## config.mk

```make
export PLATFORM = sky130hd
export DESIGN_NAME = rr_cnt_sched
export DESIGN_NICKNAME = d
export VERILOG_FILES = /design/src/rtl/rr_cnt_sched.sv
export SDC_FILE = /design/constraint.sdc
export NUM_CORES = 1
export LEC_CHECK = 0
export ABC_AREA = 1
export BUFFER_PORTS_ARGS = -buffer_cell sky130_fd_sc_hd__buf_2
export CORE_AREA = 2 2 58 60
export CTS_CLUSTER_DIAMETER = 50
export DETAILED_ROUTE_END_ITERATION = 6
export DIE_AREA = 0 0 60 62
export MAX_ROUTING_LAYER = met4
export SLEW_MARGIN = 20
export SYNTH_ARGS = -nofsm -noshare
export SYNTH_HDL_FRONTEND = slang
export SYNTH_SLANG_ARGS = --single-unit
```

## constraint.sdc

```tcl
create_clock -name clk -period 1.4 [get_ports clk]
set_input_delay 0.07 -clock clk [delete_from_list [all_inputs] [get_ports clk]]
set_output_delay 0.07 -clock clk [all_outputs]
set_load 0.005 [all_outputs]
```

## src/rtl/rr_cnt_sched.sv

```systemverilog
// rr_cnt_sched: three-way round-robin owner of a shared counter with bounded tenure and a one-cycle gap.
module rr_cnt_sched #(
    parameter int MAX_HOLD = 4,
    parameter int CNT_W    = 8
) (
    input  logic             clk,
    input  logic             rst_n,
    input  logic             a,
    input  logic             b,
    input  logic             c,
    output logic [2:0]       gnt,
    output logic [CNT_W-1:0] cnt,
    output logic             busy
);
    localparam int HW = $clog2(MAX_HOLD + 1);
    localparam logic [HW-1:0] MAX_HCNT = HW'(MAX_HOLD);

    typedef enum logic [1:0] {IDLE, GRANT, GAP} state_t;

    state_t           state_q, state_d;
    logic [2:0]       gnt_q, gnt_d;
    logic [CNT_W-1:0] cnt_q, cnt_d;
    logic [1:0]       ptr_q, ptr_d;
    logic [HW-1:0]    hcnt_q, hcnt_d;
    logic [2:0]       r, s;
    logic [1:0]       sel;
    logic             own;

    function automatic logic [1:0] inc3(input logic [1:0] p);
        return p == 2'd2 ? 2'd0 : p + 2'd1;
    endfunction

    always_comb begin
        r       = {c, b, a};
        // s[k] is the request of requester (ptr+k) mod 3
        s       = ptr_q == 2'd0 ? r : ptr_q == 2'd1 ? {r[0], r[2:1]} : {r[1:0], r[2]};
        sel     = s[0] ? ptr_q : s[1] ? inc3(ptr_q) : inc3(inc3(ptr_q));
        own     = |(gnt_q & r);
        state_d = state_q;
        gnt_d   = gnt_q;
        cnt_d   = cnt_q;
        ptr_d   = ptr_q;
        hcnt_d  = hcnt_q;
        if (state_q == GRANT) begin
            if (own) begin
                cnt_d  = cnt_q + CNT_W'(1);
                hcnt_d = hcnt_q + HW'(1);
                if (hcnt_d == MAX_HCNT) begin
                    state_d = GAP;
                    gnt_d   = 3'b000;
                end
            end else begin
                state_d = GAP;
                gnt_d   = 3'b000;
            end
        end else if (|r) begin
            state_d = GRANT;
            gnt_d   = 3'b001 << sel;
            hcnt_d  = '0;
            ptr_d   = inc3(sel);
        end else begin
            state_d = IDLE;
            gnt_d   = 3'b000;
        end
    end

    always_ff @(posedge clk or negedge rst_n) begin
        if (!rst_n) begin
            state_q <= IDLE;
            gnt_q   <= 3'b000;
            cnt_q   <= '0;
            ptr_q   <= 2'd0;
            hcnt_q  <= '0;
        end else begin
            state_q <= state_d;
            gnt_q   <= gnt_d;
            cnt_q   <= cnt_d;
            ptr_q   <= ptr_d;
            hcnt_q  <= hcnt_d;
        end
    end

    assign gnt  = gnt_q;
    assign cnt  = cnt_q;
    assign busy = |gnt_q;
endmodule

```

### Word level (Yosys, flattened, before mapping)

Index checks and enable logic that the tools add are counted.

* $add $sub $neg: 5
* shift operators: 1
* mux-type cells: 18
* reduce and logical (&&, ||, !) cells: 8
* bitwise logic cells: 2
* equal/unequal tests: 8

Operators by type and width (count)
* $mux 3: 7
* $mux 2: 10
* $reduce_or 3->1: 3
* $add 8x1->8 const B: 1
* $add 2x1->2 const B: 3
* $eq 2x2->1 const B: 3
* $reduce_and 2->1: 3
* $eq 2x1->1 const B: 2
* $add 3x1->3 const B: 1
* $and 3x3->3: 1
* $eq 3x3->1 const B: 1
* $ne 3x2->1 const B: 1
* $shl 1x2->3 const A: 1
* $logic_not 2->1: 1
* $ne 2x2->1 const B: 1
* $reduce_bool 2->1: 1
* $mux 1: 1
* $not 1->1: 1

* logic and storage cells: 47
* output and inout bits: 12
* register bits after elaboration: 18
* input port bits: 5

### Depth between registers and ports, before layout

* word-level depth: 9
* gate-level depth with buffers: 8
* depth with buffers taken out: 8

### Worst setup path after synthesis

No wires, ideal clock.

* path kind: register to register
* start: reg hcnt_q[0]
* end: reg state_q[0]
* library setup time: 0.123 ns
* setup slack: 0.209 ns
* data required time: 1.277 ns
* clock period less this slack: 1.191 ns
* arrival time: 1.068 ns
* stages on the path, launching flop included: 5
* cells stage by stage: dfrtp_1 ha_1 xor2_1 a21oi_4 nand2b_1

* longest elaborated chain between the ends: 3

Ends and longest elaborated chain
* from (decl): line 24 `logic [HW-1:0] hcnt_q, hcnt_d;`
* from (signal assigned): line 79 `hcnt_q <= hcnt_d;`
* $add 3x1->3: line 47 `hcnt_d = hcnt_q + HW'(1);`
* $eq 3x3->1: line 48 `if (hcnt_d == MAX_HCNT) begin`
* $ne 3x2->1 (no line)
* to (signal assigned): line 75 `state_q <= state_d;`
* to (decl): line 20 `state_t state_q, state_d;`

No other way between the ends.
A chain may end at the register's enable or synchronous reset.

### Worst setup path after layout

* start: reg gnt_q[0] (netlist: gnt[0])
* end: out busy

* longest elaborated chain between the ends: 1

Ends and longest elaborated chain
* from (decl): line 21 `logic [2:0] gnt_q, gnt_d;`
* from (signal assigned): line 76 `gnt_q <= gnt_d;`
* $reduce_or 3->1: line 85 `assign busy = |gnt_q;`
* to (decl): line 13 `output logic busy`

No other way between the ends.

==> impl_metrics.yaml <==
status:
  status: "completed"
floorplan:
  start_util: 0.321
  std_cell_rows: 21
  coreArea_um2: 3180
  die_area_um2: 3720
  die_h_um: 62
  num_io_pins: 17
  die_x_um: 60
hold_path:
  hp-class: "in2async"
critical_path:
  r2r_slack_ns: 0.13
  cp.arrival_ns: 1.22
  crit_required_ns: 1.33
  path_class: "reg2out"
  crit_fanout: 4
  startpoint_type: "register"
  r2r_end: "state_q[0]$_DFFE_PN0P_"
  critPathCaptureType: "output pin"
  reg2reg_from: "hcnt_q[0]$_DFFE_PN0P_"
  reg2reg_depth: 4
clock_network:
  clk_pin_slew_ns: 0.11
  insertion_delay_ns: 0.30
  cts_sinks: 18
  root_buffer: "clkbuf_4"
  cts_tree: "built"
  htree_levels: 1
  cts_resized: 0
  cts_buffers: 3
  cts_buffer_depth: 2
global_route:
  grt-ovfl-total: 0
  gr-usage-met1: 0.146
  grtUsageMet3: 0.00621
  grt_max_degree: 19
  grt_usage: 0.119
  top_usage_layer: "met2"
  grt_pass1_vias: 794
  grt_pass1_wl_mm: 3.38
  use_met2: 0.214
  antenna_found_initial: 0
synthesis:
  ys_seq_area_frac: 0.441
  syn-cell-area_um2: 1020
  synth-main-ff-cell: "dfrtp_1"
  synth_cell_types: 21
  yosys.area.top_type: "dfrtp_1"
  netlist_instances: 126
  synth_seq_cells: 18
  yosysWarnings: 0
  synth.area.top_cells: "dfrtp_1 (44%), nand2_1 (16%), inv_1 (5.5%)"
  synth_top_area_frac: 0.441
  avgSynthCellArea_um2: 8.10
  synth_edf_count: 0
  yosysMostFrequentCell: "nand2_1"
  synth_async_sr_flop_share: 1.00
  synthesis.nets: 134
  yosys-top-cells-count: "nand2_1 (44), dfrtp_1 (18), inv_1 (15)"
finish:
  diodes: 0
  finalNetCount: 156
  fill_cells: 319
  utilization: 0.379
  syn2layout_area_growth_pct: 18.0
  drive_gt1_frac: 0.259
sta:
  relSlewSlack: 0.731
  setup_viol: 0
  fin_crit_sh: 0.924
  finClkSkew_ns: 0.00461
  timing.final.hold_violations: 0
  fmax_mhz: 773
  worst_pin_slew_ns: 0.403
  min_period_ns: 1.29
  rsz0062_at_grt: "no"
  finalSetupTns_ns: 0
  slew_violations: 0
drt:
  vias_per_cell: 4.42
  vias: 853
  dr.first_iter.drc_count: 49
  routed_wl_mm: 1.99
  ant_nets: 0
  post_drt_wl_per_cell_um: 10.3
  drt_pass1_iterations: 4
  drcViolationCount: 0
place:
  gp_congestion: 0.770
  dp_hpwl_mm: 1.54
  portBuffers: 16
pwr:
  powerDensity_nw_per_um2: 1920
  p_leak_nw: 0.686
  ir_drop_mv: 0.475
job:
  cap_violations: 0
[worst max path at each step]
stage	from	to	cells after the start
global placement	hcnt_q[0]$_DFFE_PN0P_	state_q[0]$_DFFE_PN0P_	4
global route	hcnt_q[0]$_DFFE_PN0P_	state_q[0]$_DFFE_PN0P_	4
finish	gnt[0]$_DFFE_PN0P_	busy	2
detailed placement	hcnt_q[0]$_DFFE_PN0P_	state_q[0]$_DFFE_PN0P_	4
floorplan	hcnt_q[0]$_DFFE_PN0P_	state_q[0]$_DFFE_PN0P_	4
CTS	gnt[0]$_DFFE_PN0P_	busy	2
[final cells by class]
type | count | area, um^2 | area share
flip-flops and latches | 18 | 450 | 0.374
multi-input cells | 91 | 504 | 0.418
well taps | 46 | 57.6 | 0.0478
inverters | 17 | 66.3 | 0.0550
clock buffers | 4 | 36.3 | 0.0301
repair buffers | 17 | 90.1 | 0.0748
[registers in the layout, indices dropped and copies added (netlist names)]
name,count
cnt,8
gnt,3
hcnt_q,3
ptr_q,2
state_q,2
[cell families after synthesis]
kind of cell,Yosys count,share of synthesized area
and+or+nand+nor,74,0.341
AOI/OAI and AO/OA,7,0.0564
xor gates and xnor gates,7,0.0601
DFF,18,0.441
buffers and inverters,17,0.0649
adders and majority gates,3,0.0368
[critical path: stages (launching register included)]
cell and delay (ns):
dfrtp_1 0.43, or3_1 0.37, buf_2 0.13
[cell usage in the layout (no fill, tap or decap), types with 2 or more instances in the layout]
| master | netlist | layout |
|---|---|---|
| nor2_2 | 4 | 4 |
| inv_1 | 15 | 15 |
| ha_1 | 3 | 3 |
| a21oi_4 | 2 | 2 |
| nand4_1 | 2 | 2 |
| nand2_2 | 6 | 6 |
| nor2_1 | 6 | 6 |
| clkbuf_4 | 0 | 3 |
| o21ai_0 | 4 | 4 |
| nand2_1 | 44 | 44 |
| nand3_1 | 6 | 6 |
| nand3_2 | 2 | 2 |
| dfrtp_1 | 18 | 18 |
| buf_2 | 0 | 16 |
| xor2_1 | 6 | 6 |
[where the power goes]
part	switching (mW)	internal [mW]	total (mW)
logic	0.663	0.420	1.08
registers	0.194	0.714	0.908
clock network	0.167	0.159	0.326
[through the flow]
step / setup WS [ns] / power [mW] / hold slack [ns] / instances / cell area, um^2
floorplan: 0.209 / 1.67 / -0.226 / 126 / 1020
global placement: 0.180 / 1.96 / 0.0178 / 188 / 1160
detailed placement: 0.140 / 2.01 / 0.0267 / 188 / 1160
CTS: 0.0972 / 2.34 / 0.231 / 193 / 1200
global route: 0.0587 / 2.55 / 0.278 / 193 / 1200
finish: 0.106 / 2.32 / 0.216 / 193 / 1200
[per-layer routing]
layer  part of all wire  routed length (um)  up-vias
met5                  0                   0        -
met4             0.0080                  16        0
met2               0.51                1020       10
met1               0.47                 928      405
met3              0.010                  20        2
li1                   -                   -      436
[repair_timing]
action	4_1_cts	5_1_grt
endpoints found under the hold margin	18	0
buffers inserted	0	0
hold buffers	1	0
setup endpoints to repair	0	0
Power figures use the tool's default switching activity.
